==> src/rtl/icache_fill_ctrl_pkg.sv <==
// Shared types for the instruction-cache fill controller: FSM state encoding
// and default geometry with the offset/index/tag width helpers.
package rvga_types;

    typedef enum logic [1:0] {
        IDLE = 2'd0,
        MISS = 2'd1,
        FILL = 2'd2
    } fill_state_t;

    localparam int DEF_NUM_SETS       = 4;
    localparam int DEF_LINES_PER_SET  = 16;
    localparam int DEF_BEAT_WIDTH     = 64;
    localparam int DEF_BEATS_PER_LINE = 4;

    // Byte-offset bits inside one cache line.
    function automatic int off_width(input int beat_width, input int beats_per_line);
        return $clog2((beat_width * beats_per_line) / 8);
    endfunction

    function automatic int idx_width(input int lines_per_set);
        return $clog2(lines_per_set);
    endfunction

    function automatic int tag_width(input int beat_width, input int beats_per_line,
                                     input int lines_per_set);
        return 32 - off_width(beat_width, beats_per_line) - idx_width(lines_per_set);
    endfunction

endpackage

==> src/rtl/icache_line_buffer.sv <==
// Beat-indexed line assembly register for cache fills; beat 0 lands in the
// lowest bits and the counter wraps after the last beat of a line.
module icache_line_buffer
    import rvga_types::*;
#(
    parameter int beat_width     = DEF_BEAT_WIDTH,
    parameter int beats_per_line = DEF_BEATS_PER_LINE
) (
    input  logic                                 clk,
    input  logic                                 rst,
    input  logic                                 load,
    input  logic [beat_width-1:0]                rdata,
    output logic [beat_width*beats_per_line-1:0] line,
    output logic                                 last_beat
);

    localparam int CNT_W = $clog2(beats_per_line);

    logic [CNT_W-1:0] cnt;

    assign last_beat = (cnt == CNT_W'(beats_per_line - 1));

    always_ff @(posedge clk) begin
        if (rst) begin
            cnt  <= '0;
            line <= '0;
        end else if (load) begin
            line[int'(cnt) * beat_width +: beat_width] <= rdata;
            cnt <= last_beat ? '0 : cnt + CNT_W'(1);
        end
    end

endmodule

==> src/rtl/icache_fill_ctrl.sv <==
// Instruction-cache miss/fill controller: answers hits, bursts a line from pmem
// on a miss and writes it into the chosen victim way. ICACHE_INVALID_FIRST_EN
// makes an invalid way preferred over the NMRU choice as victim.
module icache_fill_ctrl
    import rvga_types::*;
#(
    parameter int  num_sets       = DEF_NUM_SETS,
    parameter int  lines_per_set  = DEF_LINES_PER_SET,
    parameter int  beat_width     = DEF_BEAT_WIDTH,
    parameter int  beats_per_line = DEF_BEATS_PER_LINE,
    localparam int OFF_W  = off_width(beat_width, beats_per_line),
    localparam int IDX_W  = idx_width(lines_per_set),
    localparam int TAG_W  = tag_width(beat_width, beats_per_line, lines_per_set),
    localparam int LINE_W = beat_width * beats_per_line
) (
    input  logic                  clk,
    input  logic                  rst,
    input  logic                  cpu_read,
    input  logic [31:0]           cpu_addr,
    output logic                  cpu_resp,
    input  logic [num_sets-1:0]   hit_vector,
    input  logic [num_sets-1:0]   valid_vector,
    input  logic [num_sets-1:0]   icache_replacement_select,
    output logic                  icache_replacement_update,
    output logic [num_sets-1:0]   mru_hit_vector,
    output logic [IDX_W-1:0]      index,
    output logic [num_sets-1:0]   way_load,
    output logic [TAG_W-1:0]      fill_tag,
    output logic [LINE_W-1:0]     fill_data,
    output logic                  pmem_read,
    output logic [31:0]           pmem_addr,
    input  logic                  pmem_resp,
    input  logic [beat_width-1:0] pmem_rdata
);

    fill_state_t state, next_state;

    logic [31-OFF_W:0]   line_addr;
    logic [num_sets-1:0] victim;
    logic [num_sets-1:0] victim_sel;
    logic                beat_load;
    logic                last_beat;
    logic [LINE_W-1:0]   line;
    logic                unused_bits;

    function automatic logic [num_sets-1:0] lowest_bit(input logic [num_sets-1:0] v);
        return v & (~v + num_sets'(1));
    endfunction

    // A broken (zero or multi-hot) NMRU choice degrades to its lowest bit, or way 0.
    always_comb begin
        victim_sel = (icache_replacement_select == '0) ? num_sets'(1)
                                                       : lowest_bit(icache_replacement_select);
`ifdef ICACHE_INVALID_FIRST_EN
        if (valid_vector != '1)
            victim_sel = lowest_bit(~valid_vector);
`endif
    end

`ifdef ICACHE_INVALID_FIRST_EN
    assign unused_bits = ^cpu_addr[OFF_W-1:0];
`else
    assign unused_bits = ^{cpu_addr[OFF_W-1:0], valid_vector};
`endif

    assign beat_load = (state == MISS) && pmem_resp;

    icache_line_buffer #(
        .beat_width     (beat_width),
        .beats_per_line (beats_per_line)
    ) u_line_buffer (
        .clk       (clk),
        .rst       (rst),
        .load      (beat_load),
        .rdata     (pmem_rdata),
        .line      (line),
        .last_beat (last_beat)
    );

    always_ff @(posedge clk) begin
        if (rst) begin
            state     <= IDLE;
            line_addr <= '0;
            victim    <= '0;
        end else begin
            state <= next_state;
            if (state == IDLE && cpu_read && hit_vector == '0) begin
                line_addr <= cpu_addr[31:OFF_W];
                victim    <= victim_sel;
            end
        end
    end

    always_comb begin
        next_state                = state;
        cpu_resp                  = 1'b0;
        icache_replacement_update = 1'b0;
        mru_hit_vector            = '0;
        index                     = line_addr[IDX_W-1:0];
        way_load                  = '0;
        fill_tag                  = '0;
        fill_data                 = '0;
        pmem_read                 = 1'b0;
        pmem_addr                 = '0;
        case (state)
            IDLE: begin
                index = cpu_addr[OFF_W +: IDX_W];
                if (cpu_read) begin
                    if (hit_vector != '0) begin
                        cpu_resp                  = 1'b1;
                        icache_replacement_update = 1'b1;
                        mru_hit_vector            = lowest_bit(hit_vector);
                    end else begin
                        next_state = MISS;
                    end
                end
            end
            MISS: begin
                pmem_read = 1'b1;
                pmem_addr = {line_addr, {OFF_W{1'b0}}};
                if (pmem_resp && last_beat)
                    next_state = FILL;
            end
            FILL: begin
                way_load                  = victim;
                fill_tag                  = line_addr[31-OFF_W:IDX_W];
                fill_data                 = line;
                icache_replacement_update = 1'b1;
                mru_hit_vector            = victim;
                next_state                = IDLE;
            end
            default: next_state = IDLE;
        endcase
    end

endmodule

==> config.mk <==
export PLATFORM = sky130hd
export DESIGN_NAME = icache_fill_ctrl
export DESIGN_NICKNAME = d
export VERILOG_FILES = /design/src/rtl/icache_fill_ctrl_pkg.sv /design/src/rtl/icache_line_buffer.sv /design/src/rtl/icache_fill_ctrl.sv
export SDC_FILE = /design/constraint.sdc
export NUM_CORES = 1
export LEC_CHECK = 0
export CAP_MARGIN = 25
export CORE_MARGIN = 3
export CORE_UTILIZATION = 40
export CTS_CLUSTER_DIAMETER = 200
export CTS_CLUSTER_SIZE = 40
export DETAILED_ROUTE_END_ITERATION = 6
export PLACE_DENSITY_LB_ADDON = 0.25
export SLEW_MARGIN = 20
export SYNTH_ARGS = -nofsm -noshare
export SYNTH_HDL_FRONTEND = slang
export SYNTH_SLANG_ARGS = --single-unit
export TNS_END_PERCENT = 10
==> constraint.sdc <==
create_clock -name clk -period 3.6 [get_ports clk]
set_input_delay 0.72 -clock clk [delete_from_list [all_inputs] [get_ports clk]]
set_output_delay 0.72 -clock clk [all_outputs]
set_load 0.05 [all_outputs]
==> flow_metrics.tcl <==
set metrics [dict create \
    outcome "completed" \
    avgSynthCellArea_sq_um 8.73 \
    antenna_found_initial 0 \
    synth_edf_count 0 \
    wl_met2_um 19100 \
    crit_path_start "state[1]" \
    syn_to_final_growth_pct 39.3 \
    routed_wl_um 39800 \
    seq_area_frac_synth_pct 47.7 \
    synthDistinctLibCells 40 \
    core_area_sq_mm 0.0299 \
    slew_violations 0 \
    cts.sinks 291 \
    syn_area_sq_mm 0.0122 \
    fin_crit_ps 3510 \
    fmax_mhz 285 \
    cts_buffer_depth 3 \
    yosys-top-cells-area "dfxtp_1, and2_1, a22o_1, a21oi_1, nand3_1" \
    insertedDiodeCount 0 \
    critPathLaunchType "flip-flop" \
    slew_headroom_pct 37.8 \
    min_path_type "flip-flop to flip-flop" \
    die-area_sq_mm 0.0327 \
    wl_per_cell_um 18.8 \
    cap_viol_max_count 0 \
    place_hpwl_um 26400 \
    die_x_um 181 \
    totalNegativeSetupSlack_ps 0 \
    drc 0 \
    h-tree-depth 1 \
    cts_hold_buf 0 \
    die-height_um 181 \
    dr.pass1.iters 5 \
    grt_max_degree 123 \
    layout_worst_path_cycle_share_pct 97.4 \
    cts-buffers-inserted 11 \
    finalSetupViolCount 0 \
    grtUsageTotal_pct 22.9 \
    final_nets 1842 \
    post-route-util_pct 57.0 \
    drt_iter0_markers 751 \
    gp_congestion 0.815 \
    clkTransAtPathRegs_ps 150 \
    wl_met3_um 3020 \
    synthFlopType "dfxtp_1" \
    cp_max_fo 122 \
    power_density_mw_per_mm2 305 \
    ys_ff_latch 291 \
    synth_top_cell_by_area "dfxtp_1" \
    peakVddDrop_v 0.000305 \
    via_per_inst 5.32 \
    hold_viol 0 \
    io_pins 438 \
    clk_latency_ps 510 \
    synth_warnings 0 \
    drive_above_1_share_pct 3.77 \
    cp.required_ps 2880 \
    path_class "flip-flop to output pin" \
    p_leak_nw 6.44 \
    rows 63 \
    cts_root_buffer "clkbuf_16" \
    top_layer "met4" \
    synth_top_area_share_pct 47.7 \
    cp.arrival_ps 2790 \
    grt_pass1_vias 10800 \
    min-delay-start "u_line_buffer.line[158]" \
    synth_commonest_cells "and2_1, dfxtp_1, a21oi_1, nand3_1, nand2_1" \
    gr-total-overflow 0 \
    endpoint_kind "output pin" \
    synthCells 1400 \
    finClkSkew_ps 44.2 \
    via_count 11300 \
    io_buffer_count 423 \
    r2r-start "state[1]" \
    wl_met1_um 16600 \
    grt_pass1_wl_um 61800 \
    final_antenna_net_count 0 \
    worstMarginPinSlew_ps 934 \
    initial_core_util_pct 40.9 \
    tritoncts "done" \
    synthArstFlopShare_pct 0 \
    power.total_w 0.00519 \
    synth_most_common_cell "and2_1" \
]
-- metal layers --
metal  track usage, %  vias to the layer above
met1             29.5                     5415
li1                 -                     5384
met4             5.89                        0
met3             5.34                       53
met2             38.8                      401
met5                0                        -
-- power breakdown --
group	total (W)	switching [W]	internal, W	leakage, nW
Combinational	0.000356	0.000214	0.000142	3.95
Clock	0.00160	0.00102	0.000576	0.147
Sequential	0.00324	0.00000685	0.00323	2.34
Total	0.00519	0.00124	0.00395	6.44
-- registers in the layout, summed over array words and instances, names as in the netlist --
register / cells
u_line_buffer.line: 256
line_addr: 27
victim: 4
state: 2
u_line_buffer.cnt: 2
-- per-stage QoR --
stage                     std cells  setup slack (ps)  instance area (sq um)  hold WS (ps)
after floorplan                1404               596                  12200           427
after global placement         2102               546                  16700           433
after detailed placement       2102               497                  16700           439
after CTS                      2114              61.9                  17000           458
after global routing           2114             -8.80                  17000           474
final                          2114              94.8                  17000           455
-- worst max-delay path, cell delays in order (launching register included) --
cell and delay (ps):
dfxtp_1 520, nor2b_4 320, buf_12 350, and2_1 200
clkdlybuf4s50_1 810
-- final cells by class --
type                       instances  area, sq um
timing repair buffer             447         4590
tap                              390          488
inverter                           5         22.5
multi-input combinational        969         5800
clock inverter                     1         30.0
fill                            2701        12800
sequential                       291         5830
clock buffer                      11          275
-- path summary, 6_finish.rpt --
path                            depth (start not counted)  slack, ps                      end
worst max-delay path                                    4         90            fill_data[99]
worst min-delay path                                    2        460  u_line_buffer.line[158]
worst max register to register                          5        820  u_line_buffer.line[214]
worst min register to register                          2        460  u_line_buffer.line[158]
-- logic make-up after synthesis --
| logic type | synth area share, % |
|---|---|
| AOI/OAI and AO/OA | 17.6 |
| adders and majority gates | 0.512 |
| buffers and inverters | 5.27 |
| DFF | 47.7 |
| muxes | 0.450 |
| other | 0.0307 |
| and+or+nand+nor | 28.4 |
-- timing repair --
| action | 4_1_cts | 5_1_grt |
|---|---|---|
| hold endpoints to repair | 0 | 0 |
| resized for setup | 1 | 26 |
| setup buffers | 0 | 0 |
| endpoints found under the setup margin | 28 | 26 |
| cloned | 0 | 0 |
-- cell usage in the layout, fill, tap and decap left out, types with 3 or more instances in the layout --
master and instances:
a21oi_1 160, a22o_1 128, and2_1 310, buf_12 10, buf_4 21, clkbuf_16 11
clkdlybuf4s50_1 389, conb_1 5, dfxtp_1 291, dlymetal6s2s_1 26, ha_1 5, inv_1 4
mux2_2 4, nand2_1 131, nand3_1 155, nand4b_1 3, nor2_1 7, nor3_1 3
nor3b_2 3, o21ai_0 24, o21ai_1 6
(Power assumes the default switching activity.)
==> RTL edit 1 (same settings) <==
Change the package constant `DEF_LINES_PER_SET` from 16 to 32.
--- a/src/rtl/icache_fill_ctrl_pkg.sv
+++ b/src/rtl/icache_fill_ctrl_pkg.sv
@@ -11,3 +11,3 @@
     localparam int DEF_NUM_SETS       = 4;
-    localparam int DEF_LINES_PER_SET  = 16;
+    localparam int DEF_LINES_PER_SET  = 32;
     localparam int DEF_BEAT_WIDTH     = 64;
Ports: changed (resized fill_tag and index); port bits go from 438 to 438. No check against the original RTL was run, so the function may have changed too.
==> RTL edit 1 against the unedited design <==
- worst setup slack improved by 97 ps
- register-to-register slack improved by 380 ps
- power is 0.13% lower
- sequential cell count unchanged
- synthesized area increased by 0.91%
- first-iteration DRC count down 8.3%
- design area increased by 2.1%
- wire length grew 0.88%
- combinational power grew 2%
- critical endpoint is now fill_data[64]
- highest routed layer unchanged
==> RTL edit 1: results (changes against the unedited design) <==
- The met1 track utilization from global routing came to 29.4% (-0.11 points).
- Post-detailed-placement cell area: 16800 um^2 (+0.63%)
- M2 GR Usage: 39.0% (+0.26 points)
- Maximum number of pins on one net before global-route repair: 100 (-19%)
* Detailed-placement wirelength estimate: 26800 um (+1.4%)
* Worst R2R Start: u_line_buffer.cnt[0]$_SDFFE_PP0P_
* Timing endpoint of the critical path: fill_data[64]
- The first-pass GRT wire length came to 62000 um (+0.35%).
* Detail-routed via count per cell: 5.28 (-0.90%)
* Gpl congestion: 0.805 (-1.2%)
* Startpoint of the worst hold path: u_line_buffer.line[160]$_SDFFE_PP0P_
* Post-CTS resize count: 0 (-1)
- The reg2reg setup slack is 1200 ps (+380 ps).
* Crit. Startpoint: state[0]$_SDFFE_PP0P_
- Vias: 11183 (-0.62%)
- The run finished with clean final reports.
- Routed length per placed instance: 18.9 um (+0.59%)
- Number of cell instances on the worst register-to-register path: 6 (+1)
- By count the netlist is led by sky130_fd_sc_hd__and2_1, sky130_fd_sc_hd__dfxtp_1, sky130_fd_sc_hd__a21oi_1.
- The largest driver fanout on the critical path was 93 (-24%).
* Hold endpoint: u_line_buffer.line[160]$_SDFFE_PP0P_
- Transition time at the pin with the least slew margin: 949 ps (+15.9 ps)
* Cell types occupying the most area after synthesis: sky130_fd_sc_hd__dfxtp_1, sky130_fd_sc_hd__and2_1, sky130_fd_sc_hd__a21oi_1
- Slowest cell delay on critical path: 840 ps (+30 ps)
- The maximum vdd ir drop came to 0.000279 V (-8.6%).
- The final clock skew is 52.7 ps (+8.50 ps).
* Distinct cell type count after synthesis: 45 (+13%)
- Share of total power consumed by net switching: 23.8% (-0.13 points)
- Number of placed instances with taps included: 2106 (+0.19%)
-- RTL edit 1: cell count changes after synthesis, moves of 2 or more --
cell,change
sky130_fd_sc_hd__buf_1,-17
sky130_fd_sc_hd__buf_2,+14
sky130_fd_sc_hd__buf_4,+2
sky130_fd_sc_hd__a22o_2,+60
sky130_fd_sc_hd__a22o_1,-60
-- RTL edit 1: layout make-up --
type,instances,area [um^2]
Timing Repair Buffer,452,4850
Antenna cell,2,5.00
Fill cell,2663,12600
Tap cell,390,488
Sequential cell,291,5830
Clock buffer,11,275
Multi-Input combinational cell,968,5890
Inverter,5,18.8
Clock inverter,1,30.0
-- RTL edit 1: worst min-delay path, cell delays in order, from the launching register on --
cell	delay, ps
sky130_fd_sc_hd__dfxtp_1	330
sky130_fd_sc_hd__nand2_1	50
sky130_fd_sc_hd__a21oi_1	50
-- RTL edit 1: through the flow --
stage | total power [W] | hold WS, ps | utilization, % | setup WS, ps
finish | 0.00519 | 455 | 57.9 | 192
global route | 0.00535 | 472 | 57.9 | 112
CTS | 0.00525 | 458 | 56.8 | 32.8
detailed placement | 0.00367 | 439 | 55.8 | 466
global placement | 0.00367 | 433 | 55.8 | 470
floorplan | 0.00346 | 427 | - | 596
-- RTL edit 1: layer usage --
metal / routed length [um] / share of wire [%]
met4: 1040 / 2.6
met2: 19700 / 49
met5: 0 / 0
met1: 16400 / 41
met3: 3030 / 7.6
-- RTL edit 1: kinds of logic after synthesis --
kind of cell             after synthesis  share of synthesized area [%]
AO/OA/AOI/OAI                        324                           17.9
other                                  1                         0.0304
multiplexers                           6                          0.538
buffers and inverters                145                           5.52
flip-flops                           291                           47.2
XOR/XNOR                               1                         0.0710
AND/OR/NAND/NOR                      627                           28.2
adder cells (fa/ha/maj)                5                          0.507
==> RTL edit 2 (same settings) <==
Made on the original files. The 3 states of `fill_state_t` get a one-hot encoding in 3 bits.
--- a/src/rtl/icache_fill_ctrl_pkg.sv
+++ b/src/rtl/icache_fill_ctrl_pkg.sv
@@ -4,6 +4,6 @@
 
-    typedef enum logic [1:0] {
-        IDLE = 2'd0,
-        MISS = 2'd1,
-        FILL = 2'd2
+    typedef enum logic [2:0] {
+        IDLE = 3'b001,
+        MISS = 3'b010,
+        FILL = 3'b100
     } fill_state_t;
Function: same outputs for any inputs over 4 cycles, from zero or initial values and one cycle with rst high; so few cycles prove little.
==> RTL edit 2 against the unedited design <==
- sequential cell count grew 1
- highest routed layer unchanged
- power grew 1.0%
- design area grew 18%
- synthesized area grew 21%
- wire length grew 30%
- worst setup slack lost 5.3 ps
- critical path depth is the same
==> RTL edit 2: results (changes against the unedited design) <==
* Outcome: completed
- The ratio of cells with drive above 1 in the final layout is 15.8% (+12 points).
* Maximum number of pins on one net before global-route repair: 159 (+29%)
- Detailed-placement wirelength estimate: 33900 um (+28%)
- The startpoint identified for the worst register-to-register timing path is u_line_buffer.cnt[0]$_SDFFE_PP0P_.
- Peak supply drop: 0.000294 V (-3.6%)
- The total routing usage reported by global routing was 24.9% (+2.0 points).
- The die footprint was 39400 um^2 (+21%).
- Timing endpoint of the critical path: fill_data[182]
* Number of cell instances on the worst register-to-register path: 6 (+1)
- The wire length on met1 came to 22000 um (+32%).
* Gpl congestion: 0.840 (+3.1%)
- The met3 wirelength from detailed routing came to 4440 um (+47%).
- The global routing met3 resource utilization was 6.11% (+0.78 points).
- The global routing met2 resource utilization was 40.8% (+2.1 points).
- The post-place setup slack was 588 ps (+90.7 ps).
* Wire length of the first global-routing pass: 79400 um (+29%)
- Minimum setup slack among reg-to-reg paths: 1350 ps (+530 ps)
- Static leakage: 7.64 nW (+19%)
- The worst hold path begins at u_line_buffer.line[166]$_SDFFE_PP0P_.
- Met2 Wirelength: 24300 um (+27%)
- The count of non-filler cells in the finished layout came to 2522 (+19%).
* Distinct cell type count after synthesis: 41 (+2.5%)
* Hold endpoint: u_line_buffer.line[166]$_SDFFE_PP0P_
- The pin slew with the least headroom to its limit is 923 ps (-10.4 ps).
- Post-Synthesis Cells: 1782 (+27%)
* List of most frequent post-synthesis cells: sky130_fd_sc_hd__and2_1, sky130_fd_sc_hd__dfxtp_1, sky130_fd_sc_hd__nand4_1
- Detail-routed via count per cell: 5.49 (+3.2%)
* Cell types occupying the most area after synthesis: sky130_fd_sc_hd__dfxtp_1, sky130_fd_sc_hd__and2_1, sky130_fd_sc_hd__nand4_1
- FF-to-FF End: u_line_buffer.line[88]$_SDFFE_PP0P_
* Max Fclk: 0.285 GHz (-0.15%)
- The met1 track utilization from global routing is 33.6% (+4.1 points).
- Crit. Startpoint: state[2]$_SDFFE_PP0P_
- The initial detailed-routing violation count was 996 (+33%).
## RTL edit 2: cell types whose count changed in the layout (fill, tap and decap cells not counted), sizes merged, moves of 3 or more
cell,unedited run,this run
a21oi,160,32
o21ai,30,286
nand3,155,27
nand2,131,1
a22o,128,0
nor3b,3,6
clkdlybuf4s50,389,193
buf,32,246
nand2b,1,256
and2,310,314
nand4,2,258
nor2b,2,66
## RTL edit 2: cell type report
cell class                      count  area [um^2]
Fill cell                        3295        16000
Multi-Input combinational cell   1287         7920
Sequential cell                   292         5850
Timing Repair Buffer              467         5480
Tap cell                          461          577
Clock buffer                       11          275
Clock inverter                      1         30.0
Inverter                            3         11.3
## RTL edit 2: kinds of logic (layout without fill, tap and decap cells)
family                     Yosys count  count (layout)
DFF                                292             292
adders and majority gates            5               5
muxes                                6               6
AOI/OAI and AO/OA                  323             323
buffers and inverters              207             482
other                                1               5
and+or+nand+nor                    948             948
## RTL edit 2: worst max-delay path: cells and delay by family (launching register included)
kind | cells | cell delay (ps)
DFF | 1 | 500
buffers and inverters | 2 | 1160
and+or+nand+nor | 2 | 520
## RTL edit 2: report_power, final
part | switching (W) | internal, W
Clock | 0.00105 | 0.000577
Sequential | 0.00000322 | 0.00324
Combinational | 0.000193 | 0.000188
## RTL edit 2: metrics by stage
stage	util, %	area, um^2	power (W)	hold WS [ps]
after floorplan	-	14900	0.00350	438
after global placement	54.8	19800	0.00369	446
after detailed placement	54.8	19800	0.00369	449
after CTS	55.6	20100	0.00530	472
after global routing	55.8	20100	0.00542	489
final	55.8	20100	0.00524	468
## RTL edit 2: timing repair
action	4_1_cts	5_1_grt
endpoints found under the hold margin	0	0
resized for setup	0	28
endpoints found under the setup margin	0	29
